**src/rtl/csu_seq_ctrl.sv**
```systemverilog
// Power-up / ATB-scan sequencer for the current source units (Moore FSM, registered outputs).
// Optional test-bus scan is built only when CSU_SEQ_ATB_SCAN_EN is defined.
module csu_seq_ctrl #(
  parameter int unsigned SETTLE_CYC  = 64,
  parameter int unsigned TIMEOUT_CYC = 255,
  parameter int unsigned ATB_DWELL   = 16,
  parameter int unsigned CNT_W       = 8
) (
  input  logic       clk,
  input  logic       rst,
  input  logic       en,
  input  logic       supply_ok,
  input  logic       iref_ok,
  input  logic       atb_start,
  input  logic       fault_clr,
  output logic       pdb,
  output logic [1:0] atb_ena,
  output logic       ready,
  output logic       atb_strobe,
  output logic       scan_done,
  output logic       fault,
  output logic [2:0] state
);

  typedef enum logic [2:0] {
    S_OFF      = 3'd0,
    S_WAIT_SUP = 3'd1,
    S_SETTLE   = 3'd2,
    S_READY    = 3'd3,
`ifdef CSU_SEQ_ATB_SCAN_EN
    S_ATB_SCAN = 3'd4,
`endif
    S_FAULT    = 3'd5
  } state_e;

  localparam logic [CNT_W-1:0] SETTLE_LAST  = CNT_W'(SETTLE_CYC - 1);
  localparam logic [CNT_W-1:0] TIMEOUT_LAST = CNT_W'(TIMEOUT_CYC - 1);
  localparam logic [CNT_W-1:0] DWELL_LAST   = CNT_W'(ATB_DWELL - 1);

  state_e           state_q, state_d;
  logic [CNT_W-1:0] cnt_q, cnt_d, cnt_inc;
  logic [1:0]       step_q, step_d;
  logic             pdb_q, pdb_d;
  logic [1:0]       atb_ena_q, atb_ena_d;
  logic             ready_q, ready_d;
  logic             strobe_q, strobe_d;
  logic             done_q, done_d;
  logic             fault_q, fault_d;
  logic             ok;

  assign ok      = supply_ok & iref_ok;
  assign cnt_inc = (cnt_q == '1) ? cnt_q : cnt_q + CNT_W'(1);

`ifndef CSU_SEQ_ATB_SCAN_EN
  logic [CNT_W:0] cfg_unused;
  assign cfg_unused = {atb_start, DWELL_LAST};
`endif

  always_comb begin
    state_d = state_q;
    cnt_d   = cnt_inc;
    step_d  = step_q;
    done_d  = 1'b0;
    case (state_q)
      S_OFF: begin
        if (en) state_d = S_WAIT_SUP;
      end
      // Supply loss here is the normal waiting condition, not a fault.
      S_WAIT_SUP: begin
        if (!en)                        state_d = S_OFF;
        else if (ok)                    state_d = S_SETTLE;
        else if (cnt_q >= TIMEOUT_LAST) state_d = S_FAULT;
      end
      S_SETTLE: begin
        if (!ok)                       state_d = S_FAULT;
        else if (!en)                  state_d = S_OFF;
        else if (cnt_q >= SETTLE_LAST) state_d = S_READY;
      end
      S_READY: begin
        if (!ok)       state_d = S_FAULT;
        else if (!en)  state_d = S_OFF;
`ifdef CSU_SEQ_ATB_SCAN_EN
        else if (atb_start) begin
          state_d = S_ATB_SCAN;
          step_d  = '0;
        end
`endif
      end
`ifdef CSU_SEQ_ATB_SCAN_EN
      S_ATB_SCAN: begin
        if (!ok)      state_d = S_FAULT;
        else if (!en) state_d = S_OFF;
        else if (cnt_q >= DWELL_LAST) begin
          if (step_q == 2'd2) begin
            state_d = S_READY;
            done_d  = 1'b1;
          end else begin
            step_d = step_q + 2'd1;
            cnt_d  = '0;
          end
        end
      end
`endif
      S_FAULT: begin
        if (fault_clr) state_d = S_OFF;
      end
      default: state_d = S_FAULT;
    endcase

    // Every state change starts the next phase with a cleared counter and step.
    if (state_d != state_q) begin
      cnt_d  = '0;
      step_d = '0;
    end

    pdb_d     = (state_d == S_SETTLE) || (state_d == S_READY);
    ready_d   = (state_d == S_READY);
    fault_d   = (state_d == S_FAULT);
    atb_ena_d = '0;
    strobe_d  = 1'b0;
`ifdef CSU_SEQ_ATB_SCAN_EN
    if (state_d == S_ATB_SCAN) begin
      pdb_d     = 1'b1;
      ready_d   = 1'b1;
      atb_ena_d = step_d + 2'd1;
      strobe_d  = (cnt_d == DWELL_LAST);
    end
`endif
  end

  always_ff @(posedge clk or posedge rst) begin
    if (rst) begin
      state_q   <= S_OFF;
      cnt_q     <= '0;
      step_q    <= '0;
      pdb_q     <= 1'b0;
      atb_ena_q <= '0;
      ready_q   <= 1'b0;
      strobe_q  <= 1'b0;
      done_q    <= 1'b0;
      fault_q   <= 1'b0;
    end else begin
      state_q   <= state_d;
      cnt_q     <= cnt_d;
      step_q    <= step_d;
      pdb_q     <= pdb_d;
      atb_ena_q <= atb_ena_d;
      ready_q   <= ready_d;
      strobe_q  <= strobe_d;
      done_q    <= done_d;
      fault_q   <= fault_d;
    end
  end

  assign pdb        = pdb_q;
  assign atb_ena    = atb_ena_q;
  assign ready      = ready_q;
  assign atb_strobe = strobe_q;
  assign scan_done  = done_q;
  assign fault      = fault_q;
  assign state      = state_q;

endmodule

```
**config.mk**
```make
export PLATFORM = sky130hd
export DESIGN_NAME = csu_seq_ctrl
export DESIGN_NICKNAME = d
export VERILOG_FILES = /design/src/rtl/csu_seq_ctrl.sv
export SDC_FILE = /design/constraint.sdc
export NUM_CORES = 1
export LEC_CHECK = 0
export ABC_AREA = 1
export CAP_MARGIN = 30
export CORE_MARGIN = 10
export CORE_UTILIZATION = 30
export CTS_BUF_LIST = sky130_fd_sc_hd__clkbuf_8
export CTS_CLUSTER_DIAMETER = 150
export CTS_CLUSTER_SIZE = 28
export DETAILED_ROUTE_END_ITERATION = 8
export GPL_TIMING_DRIVEN = 0
export SLEW_MARGIN = 20
export SYNTH_ARGS = -nofsm -noshare
export SYNTH_HDL_FRONTEND = slang
export SYNTH_SLANG_ARGS = --single-unit
export TNS_END_PERCENT = 100
```
**constraint.sdc**
```tcl
create_clock -name clk -period 2.8 [get_ports clk]
set_input_delay 0.7 -clock clk [delete_from_list [all_inputs] [get_ports clk]]
set_output_delay 0.7 -clock clk [all_outputs]
set_load 0.02 [all_outputs]
```
==> results of run 1 <==
routing by layer:
| layer | share of wire (%) | wire, microns | up-vias |
|---|---|---|---|
| li1 | - | - | 356 |
| met1 | 44 | 694 | 308 |
| met2 | 48 | 756 | 14 |
| met3 | 5.6 | 88 | 2 |
| met4 | 2.0 | 31 | 0 |
| met5 | 0 | 0 | - |
registers in the layout (all words and copies together), names as in the netlist:
| name | flops |
|---|---|
| cnt_q | 8 |
| state | 3 |
| fault | 1 |
| pdb | 1 |
| ready | 1 |
cell type report:
cell class	count	area share [%]
multi-input cells	78	38.3
plain buffers	4	2.95
repair buffers	11	10.8
flip-flops and latches	14	34.4
well taps	30	3.69
inverters	12	4.43
clock buffers	4	5.41
final timing paths:
check	startpoint	slack [ns]	to
setup / recovery	state[1]$_DFF_PP0_	0.75	state[1]
hold / removal	cnt_q[5]$_DFFE_PP0P_	0.60	cnt_q[5]$_DFFE_PP0P_
setup reg to reg	cnt_q[1]$_DFFE_PP0P_	1.14	cnt_q[7]$_DFFE_PP0P_
hold reg to reg	cnt_q[5]$_DFFE_PP0P_	0.60	cnt_q[5]$_DFFE_PP0P_
max in group asynchronous	rst	1.66	state[1]$_DFF_PP0_
min in group asynchronous	rst	0.79	cnt_q[4]$_DFFE_PP0P_
cells in the final DEF (no fill, tap or decap):
master           netlist  final
mux2i_1                1      1
nand3_2                1      1
dfrtp_1               14     14
nand4_1                2      2
o21ai_0                7      7
nand2_1               22     22
conb_1                 1      4
nor2_1                18     18
xor2_1                 3      3
clkdlybuf4s50_1        0     11
ha_1                   2      2
nand2_4                1      1
buf_4                  4      4
clkbuf_8               0      4
a21oi_1                2      2
a22oi_1                1      1
nand2_2                2      2
inv_1                 12     12
nand3_1                6      6
nor2_2                 3      3
nor3_1                 1      1
o21ai_1                2      2
cell families (layout without fill, tap and decap cells):
logic type	Yosys count	after routing	synth area share (%)
flops	14	14	43.6
simple gates	56	56	31.2
other cells	1	4	0.467
buf+inv	16	31	9.35
compound gates	12	12	7.79
fa+ha+maj	2	2	3.11
mux	1	1	1.25
xor+xnor	3	3	3.27
stage by stage:
step           power, W  utilization, %  setup WS (ns)
4_1_cts        0.000835            40.3          0.737
3_3_place_gp   0.000630            38.1          0.589
3_5_place_dp   0.000637            38.1          0.571
2_1_floorplan  0.000523               -           1.21
5_1_grt        0.000889            40.3          0.648
6_report       0.000825            40.3          0.749
report_power, final:
group	leakage [nW]	internal, W	total [W]	switching [W]
Combinational	0.274	0.000133	0.000343	0.000210
Clock	0.0288	0.000124	0.000195	0.0000706
Sequential	0.189	0.000242	0.000287	0.0000456
==> metrics.yaml, run 1 <==
status:
  outcome: "complete, no violations"
setup_path:
  reg2reg_depth: 12
  end_kind: "primary output"
  critPathSlowestCell: "clkdlybuf4s50_1"
  critPathTopFamily: "buffers and inverters"
  cp_num_cells: 1
  worstSetupStartpointType: "register"
  crit_buf_inv: 1
  crit_path_max_fanout: 8
  arrival_ns: 1.35
  cp.required_ns: 2.10
  crit_chain: "clkdlybuf4s50_1"
  path_class: "register to primary output"
  slowest_delay_ns: 0.65
layout:
  num-nets-final: 133
  seq_area_sq_um: 350
  drive_above_1_share_pct: 12.2
  syn_to_final_growth_pct: 26.6
  finish.instance_area_sq_mm: 0.00102
  fill_cells: 275
  diodes: 0
  multi_input_area_sq_um: 389
  fin_cells: 153
clock_network:
  clock_path_buffers: 2
  post_cts_resized: 0
  clkTransAtPathRegs_ns: 0.06
  cts-root-buf: "clkbuf_8"
  cts_setup_buffers: 0
  cts_buffers: 3
  htree_levels: 1
  clk_latency_ns: 0.24
  cts.sinks: 14
  tritoncts: "yes"
  ctsHoldBuffers: 0
routing:
  vias: 680
  route.detailed.wl_per_inst_microns: 10.3
  drt-total-wl_mm: 1.57
  dr.pass1.iters: 4
  drtAntennaViolNets: 0
  drtIter0Drc: 18
  avgViaCountPerCell: 4.44
  drc: 0
global_routing:
  grt_pass1_wl_mm: 2.82
  grtUsageMet3_pct: 2.75
  grt.overflow.total: 0
  antenna_found_initial: 0
  use_met1_pct: 6.56
  use_met2_pct: 11.3
  grt-busiest-layer: "met2"
  grt_pass1_vias: 695
  grt_max_degree: 15
  grt_usage_pct: 6.63
timing:
  slew_headroom_pct: 65.0
  fmax_ghz: 0.487
  hold_viol_final: 0
  period_needed_ns: 2.05
  fin_crit_sh_pct: 73.3
  final-setup-viol-count: 0
  worst_slew_pin_slew_ns: 0.525
  slew_violations: 0
  finalSetupTns_ns: 0
  fin_skew_ns: 0.00337
  rsz0062_at_grt: "no"
  whs_ns: 0.601
floorplanning:
  die_w_microns: 71.7
  io_pins: 17
  die_h_microns: 71.7
  dieArea_sq_mm: 0.00515
  core_sq_mm: 0.00252
  initial_utilization_pct: 31.8
  rows: 18
logic_synthesis:
  ys_top_cells_by_area: "dfrtp_1 (44%), nand2_1 (10%), nor2_1 (8.4%)"
  syn_area_sq_um: 803
  netlist.area_leader.share_pct: 43.6
  yosysUniqueCellTypes: 20
  synthTopCellsByCount: "nand2_1 (22), nor2_1 (18), dfrtp_1 (14), inv_1 (12), o21ai_0 (7)"
  synth_flop_cell: "dfrtp_1"
  async_reset_ff_share_pct: 100
  yosys_warnings: 0
  yosysMostFrequentCell: "nand2_1"
  synth-seq-cells: 14
  syn_inst: 105
  ys_seq_area_share_pct: 43.6
  synth_area_leader_cell: "dfrtp_1"
  synth_area_per_cell_sq_um: 7.65
  synth_edf_count: 0
pwr:
  powerDensity_mw_per_mm2: 811
  peakVddDrop_v: 0.000393
  p_leak_nw: 0.491
placement:
  placed_area_sq_um: 962
  portBuffers: 11
  gp_congestion: 0.894
  place_hpwl_mm: 1.22
  dp.cells: 149
hold_path:
  whs_path_depth: 2
  hold_path.class: "register to register"
job:
  drv_cap: 0
No activity file was read; power rests on OpenSTA's default activity.
==> inputs of run 2 (changes only) <==
clock period = 2.05 ns   (was 2.8 ns; I/O delays follow)
==> results of run 2 <==
The final DEF is identical to that of run 1. Status: complete, no violations.
Main changes from that run: setup slack after placement 0.571 ns -> 0.00875 ns; setup slack after layout 0.749 ns -> 0.186 ns; register-to-register setup slack 1.14 ns -> 0.39 ns; total power 0.000825 W -> 0.00113 W; worst IR drop on VDD 0.000393 V -> 0.000537 V
==> RTL edit 1, RTL diff (flow settings as in run 2) <==
The output `fault` loses its register stage (`fault_q` becomes a continuous assignment).
--- a/src/rtl/csu_seq_ctrl.sv
+++ b/src/rtl/csu_seq_ctrl.sv
@@ -138,7 +138,6 @@
       ready_q   <= 1'b0;
       strobe_q  <= 1'b0;
       done_q    <= 1'b0;
-      fault_q   <= 1'b0;
     end else begin
       state_q   <= state_d;
       cnt_q     <= cnt_d;
@@ -148,9 +147,10 @@
       ready_q   <= ready_d;
       strobe_q  <= strobe_d;
       done_q    <= done_d;
-      fault_q   <= fault_d;
     end
   end
+
+  assign fault_q = fault_d;
 
   assign pdb        = pdb_q;
   assign atb_ena    = atb_ena_q;
Behaviour: not the same (a bounded check fails within 4 cycles, from zero or initial values and one cycle with rst high).
==> RTL edit 1 against run 2 <==
  * Area after synthesis increased by 4.0%
  * Largest cell class unchanged
  * Wire length increased by 4.8%
  * Total power increased by 1.5%
  * Design area increased by 5.2%
  * Worst setup slack got worse by 0.10 ns
  * Register-to-register slack improved by 0.02 ns
  * Sequential cell count decreased by 1
  * Non-clock buffer count increased by 3
==> RTL edit 1: results (changes against run 2) <==
[pwr]
max-vdd-ir-drop_mv = 0.783  ; was 0.537 mV
leakage_nw = 0.531  ; was 0.491 nW

[yosys]
synth-xor-area-share = 0.0210  ; was 0.0327
synth_common_cells = 17 x nand2_1, 13 x dfrtp_1, 10 x inv_1  ; was 22 x nand2_1, 18 x nor2_1, 14 x dfrtp_1
synthTopCellsByArea = dfrtp_1 39%, nand2_1 7.6%, nand2_2 6.7%  ; was dfrtp_1 44%, nand2_1 10%, nor2_1 8.4%
synth_compound_area_frac = 0.0793  ; was 0.0779
avgSynthCellArea_um2 = 7.96  ; was 7.65 µm²
synth_fa_ha_area_frac = 0.0299  ; was 0.0312
synth.distinct_cells = 25  ; was 20
synth-seq-area-share = 0.389  ; was 0.436
synthMuxAreaShare = 0  ; was 0.0125
postSynth.asyncResetShare = 1.00  ; unchanged

[routing]
via_per_inst = 4.43  ; was 4.44
wl_um = 1650  ; was 1570 µm
vias = 696  ; was 680
drtIter0Drc = 13  ; was 18

[place]
dpl.cell_count = 150  ; was 149
gp_congestion = 0.751  ; was 0.894
dpl_cell_area_um2 = 996  ; was 962 µm²
post-place-ws_ns = -0.590  ; was 0.00875 ns
place_hpwl_um = 1290  ; was 1220 µm

[final_layout]
finalNetCount = 136  ; was 133
n_antenna_cell = 0  ; unchanged
drive_gt1_frac = 0.317  ; was 0.122
largest_register_ffs = 8  ; unchanged

[worst_setup_path]
critical_path_peak_fanout = 3  ; was 8
cp_data_arrival_time_ns = 1.46  ; was 1.35 ns

[run_status]
status = finished clean  ; unchanged

[timing]
skew_ns = 0.00155  ; was 0.00337 ns

[global_routing]
grt_max_degree = 14  ; was 15
grt_pass1_wl_um = 2820  ; about the same
grt_antenna_before_repair = 0  ; unchanged
grt_usage = 0.0674  ; was 0.0663
grt_pass1_vias = 688  ; was 695

[cts]
cts_buffer_depth = 2  ; unchanged
cts_root_buf = clkbuf_8  ; unchanged

[min_path]
hold_path.class = input pin to async pin  ; was register to register

RTL edit 1: changes by cell type in the layout (fill, tap and decap cells not counted), moves of 4 or more:
cell / delta
clkdlybuf4s50_1: -4
nor2_2: +6
buf_4: +4
nand2_1: -7
nand2_2: +9
nor2_1: -9
RTL edit 1: final timing paths:
| path | cells after the start | endpoint | slack, ns | from |
|---|---|---|---|---|
| hold reg to reg | 3 | cnt_q[4] | 0.65 | cnt_q[4] |
| min in group clk | 3 | cnt_q[4] | 0.65 | cnt_q[4] |
| hold / removal | 2 | cnt_q[2] | 0.58 | rst |
| max in group asynchronous | 2 | cnt_q[3] | 1.15 | rst |
| setup reg to reg | 13 | cnt_q[2] | 0.41 | cnt_q[0] |
| setup / recovery | 5 | fault | 0.08 | fault_clr |
RTL edit 1: repair_timing:
item                                    in CTS  in global routing
buffers inserted                             1                  2
resized for setup                            8                  5
gates cloned                                 0                  0
pin swaps                                    2                  3
hold buffers                                 0                  0
endpoints found under the setup margin       1                  1
RTL edit 1: critical path, cell delays in order:
cell and delay [ns]:
clkdlybuf4s50_1 0.45, nand4_1 0.15, nand2_2 0.12, o21ai_1 0.07, buf_4 0.16
RTL edit 1: final cells by class:
class	count	area, µm²
fill	304	1640
multi-input combinational	79	452
sequential	13	325
timing repair buffer	14	134
inverter	12	45.0
clock buffer	3	41.3
tap	31	38.8
buffer	4	30.0
clock inverter	1	3.75
RTL edit 1: power breakdown:
| part | leakage (nW) | internal (mW) | switching [mW] |
|---|---|---|---|
| Clock | 0.0269 | 0.132 | 0.0909 |
| Sequential | 0.176 | 0.302 | 0.0602 |
| Combinational | 0.328 | 0.218 | 0.340 |
RTL edit 1: routing by layer:
layer	GRT usage	wire length, µm
met2	0.112	781
met3	0.0286	115
met5	0	0
met4	0.0506	51
met1	0.0653	698
==> RTL edit 2, RTL diff (settings of run 2) <==
Made on the original files. The parameter `CNT_W` goes from 8 to 12.
--- a/src/rtl/csu_seq_ctrl.sv
+++ b/src/rtl/csu_seq_ctrl.sv
@@ -4,7 +4,7 @@
   parameter int unsigned SETTLE_CYC  = 64,
   parameter int unsigned TIMEOUT_CYC = 255,
   parameter int unsigned ATB_DWELL   = 16,
-  parameter int unsigned CNT_W       = 8
+  parameter int unsigned CNT_W       = 12
 ) (
   input  logic       clk,
   input  logic       rst,
Formal check against the unedited RTL: no difference found for any inputs over 10 cycles, from zero or initial values and one cycle with rst high; that may be too few to reach the edited logic, so the function may still have changed.
==> RTL edit 2 against run 2 <==
  * Design area grew 29%
  * Worst setup slack lost 0.026 ns
  * Die area grew 26%
  * Wire length grew 45%
  * Via count grew 33%
  * Area after synthesis grew 36%
  * Sequential cell count grew 4
  * Total power grew 9.2%
  * Worst hold slack lost 0.0050 ns
  * Largest power group unchanged
  * Highest routed layer unchanged
==> RTL edit 2: results (changes against run 2) <==
[yosys]
synth_common_cells = 28 x nand2_1, 18 x dfrtp_1, 18 x nor2_1  ; was 22 x nand2_1, 18 x nor2_1, 14 x dfrtp_1
synth-xor-area-share = 0.0240  ; was 0.0327
ys_dominant_reg_cell = dfrtp_1  ; unchanged
synthTopCellsByArea = dfrtp_1 41%, nand2_1 9.6%, nor2_1 6.2%  ; was dfrtp_1 44%, nand2_1 10%, nor2_1 8.4%
synth-seq-area-share = 0.411  ; was 0.436
synth.distinct_cells = 23  ; was 20
synth_compound_area_frac = 0.0685  ; was 0.0779
synthMuxAreaShare = 0.00913  ; was 0.0125
avgSynthCellArea_um2 = 7.72  ; was 7.65 µm²
synth_area_mm2 = 0.00110  ; was 803 µm²
synth_fa_ha_area_frac = 0.0228  ; was 0.0312

[routing]
wl_met2_um = 1070  ; was 756 µm
wl_um = 2280  ; was 1570 µm
m1WireLength_um = 996  ; was 694 µm
routedWlPerCell_um = 11.1  ; was 10.3 µm
drtIter0Drc = 85  ; was 18
via_per_inst = 4.41  ; was 4.44
first_pass_iters = 4  ; unchanged
met3WireLength_um = 206  ; was 88 µm

[place]
dpl_cell_area_mm2 = 0.00127  ; was 962 µm²
gp_congestion = 0.843  ; was 0.894
dpl.cell_count = 202  ; was 149
post-place-ws_ns = -0.00901  ; was 0.00875 ns

[worst_setup_path]
cp_data_arrival_time_ns = 1.38  ; was 1.35 ns
critical_path_peak_fanout = 7  ; was 8
rrSetupSlack_ns = 0.38
r2r-end = cnt_q[1]  ; was cnt_q[7]

[global_routing]
grt_max_degree = 19  ; was 15
use_met3 = 0.0445  ; was 0.0275
grt_pass1_vias = 921  ; was 695
grt_pass1_wl_um = 3970  ; was 2820 µm
grt_usage = 0.0760  ; was 0.0663
use_met1 = 0.0800  ; was 0.0656
gr-usage-met2 = 0.130  ; was 0.113

[final_layout]
buf_share = 0.115  ; was 0.138
largest_register_ffs = 12  ; was 8
signal_buffers = 16  ; was 15
clock_cell_area_share = 0.0314  ; was 0.0541
max_flop_register = cnt_q  ; unchanged
drive_gt1_frac = 0.182  ; was 0.122
fill_cells = 359  ; was 275
multi_input_area_um2 = 552  ; was 389 µm²
fin_area_mm2 = 0.00132  ; was 0.00102 mm²
finalNetCount = 170  ; was 133
sh_seq_area = 0.342  ; was 0.344
multi_input_gates = 105  ; was 78
inverters = 17  ; was 12

[min_path]
hold_start = cnt_q[4]  ; was cnt_q[5]
holdPathEnd = cnt_q[4]  ; was cnt_q[5]

[run_status]
status = finished clean  ; unchanged

[pwr]
max-vdd-ir-drop_mv = 0.582  ; was 0.537 mV
swShare = 0.402  ; was 0.395
leakage_nw = 0.607  ; was 0.491 nW

[timing]
whs_ns = 0.596  ; was 0.601 ns
worst_slack_ns = 0.160  ; was 0.186 ns
relSlewSlack = 0.516  ; was 0.650
skew_ns = 0.00186  ; was 0.00337 ns

[cts]
clock-sinks = 18  ; was 14

## RTL edit 2: changes by cell type in the layout (fill, tap and decap cells not counted), moves of 3 or more
cell,change
nand2_1,+6
dfrtp_1,+4
nand2_2,+3
nand3_1,+6
nor2_2,+7
o21bai_1,+3
inv_1,+4
## RTL edit 2: power groups by stage
stage / Sequential [mW] / Clock (mW) / Combinational (mW)
6_report: 0.459 / 0.249 / 0.524
5_1_grt: 0.469 / 0.277 / 0.585
4_1_cts: 0.458 / 0.263 / 0.534
3_5_place_dp: 0.464 / 0 / 0.532
3_3_place_gp: 0.461 / 0 / 0.524
2_1_floorplan: 0.493 / 0 / 0.347
## RTL edit 2: kinds of logic after synthesis
group                      Yosys count
other                                1
and+or+nand+nor                     82
xor gates and xnor gates             3
buffers and inverters               22
adders and majority gates            2
AOI/OAI and AO/OA                   13
DFF                                 18
muxes                                1
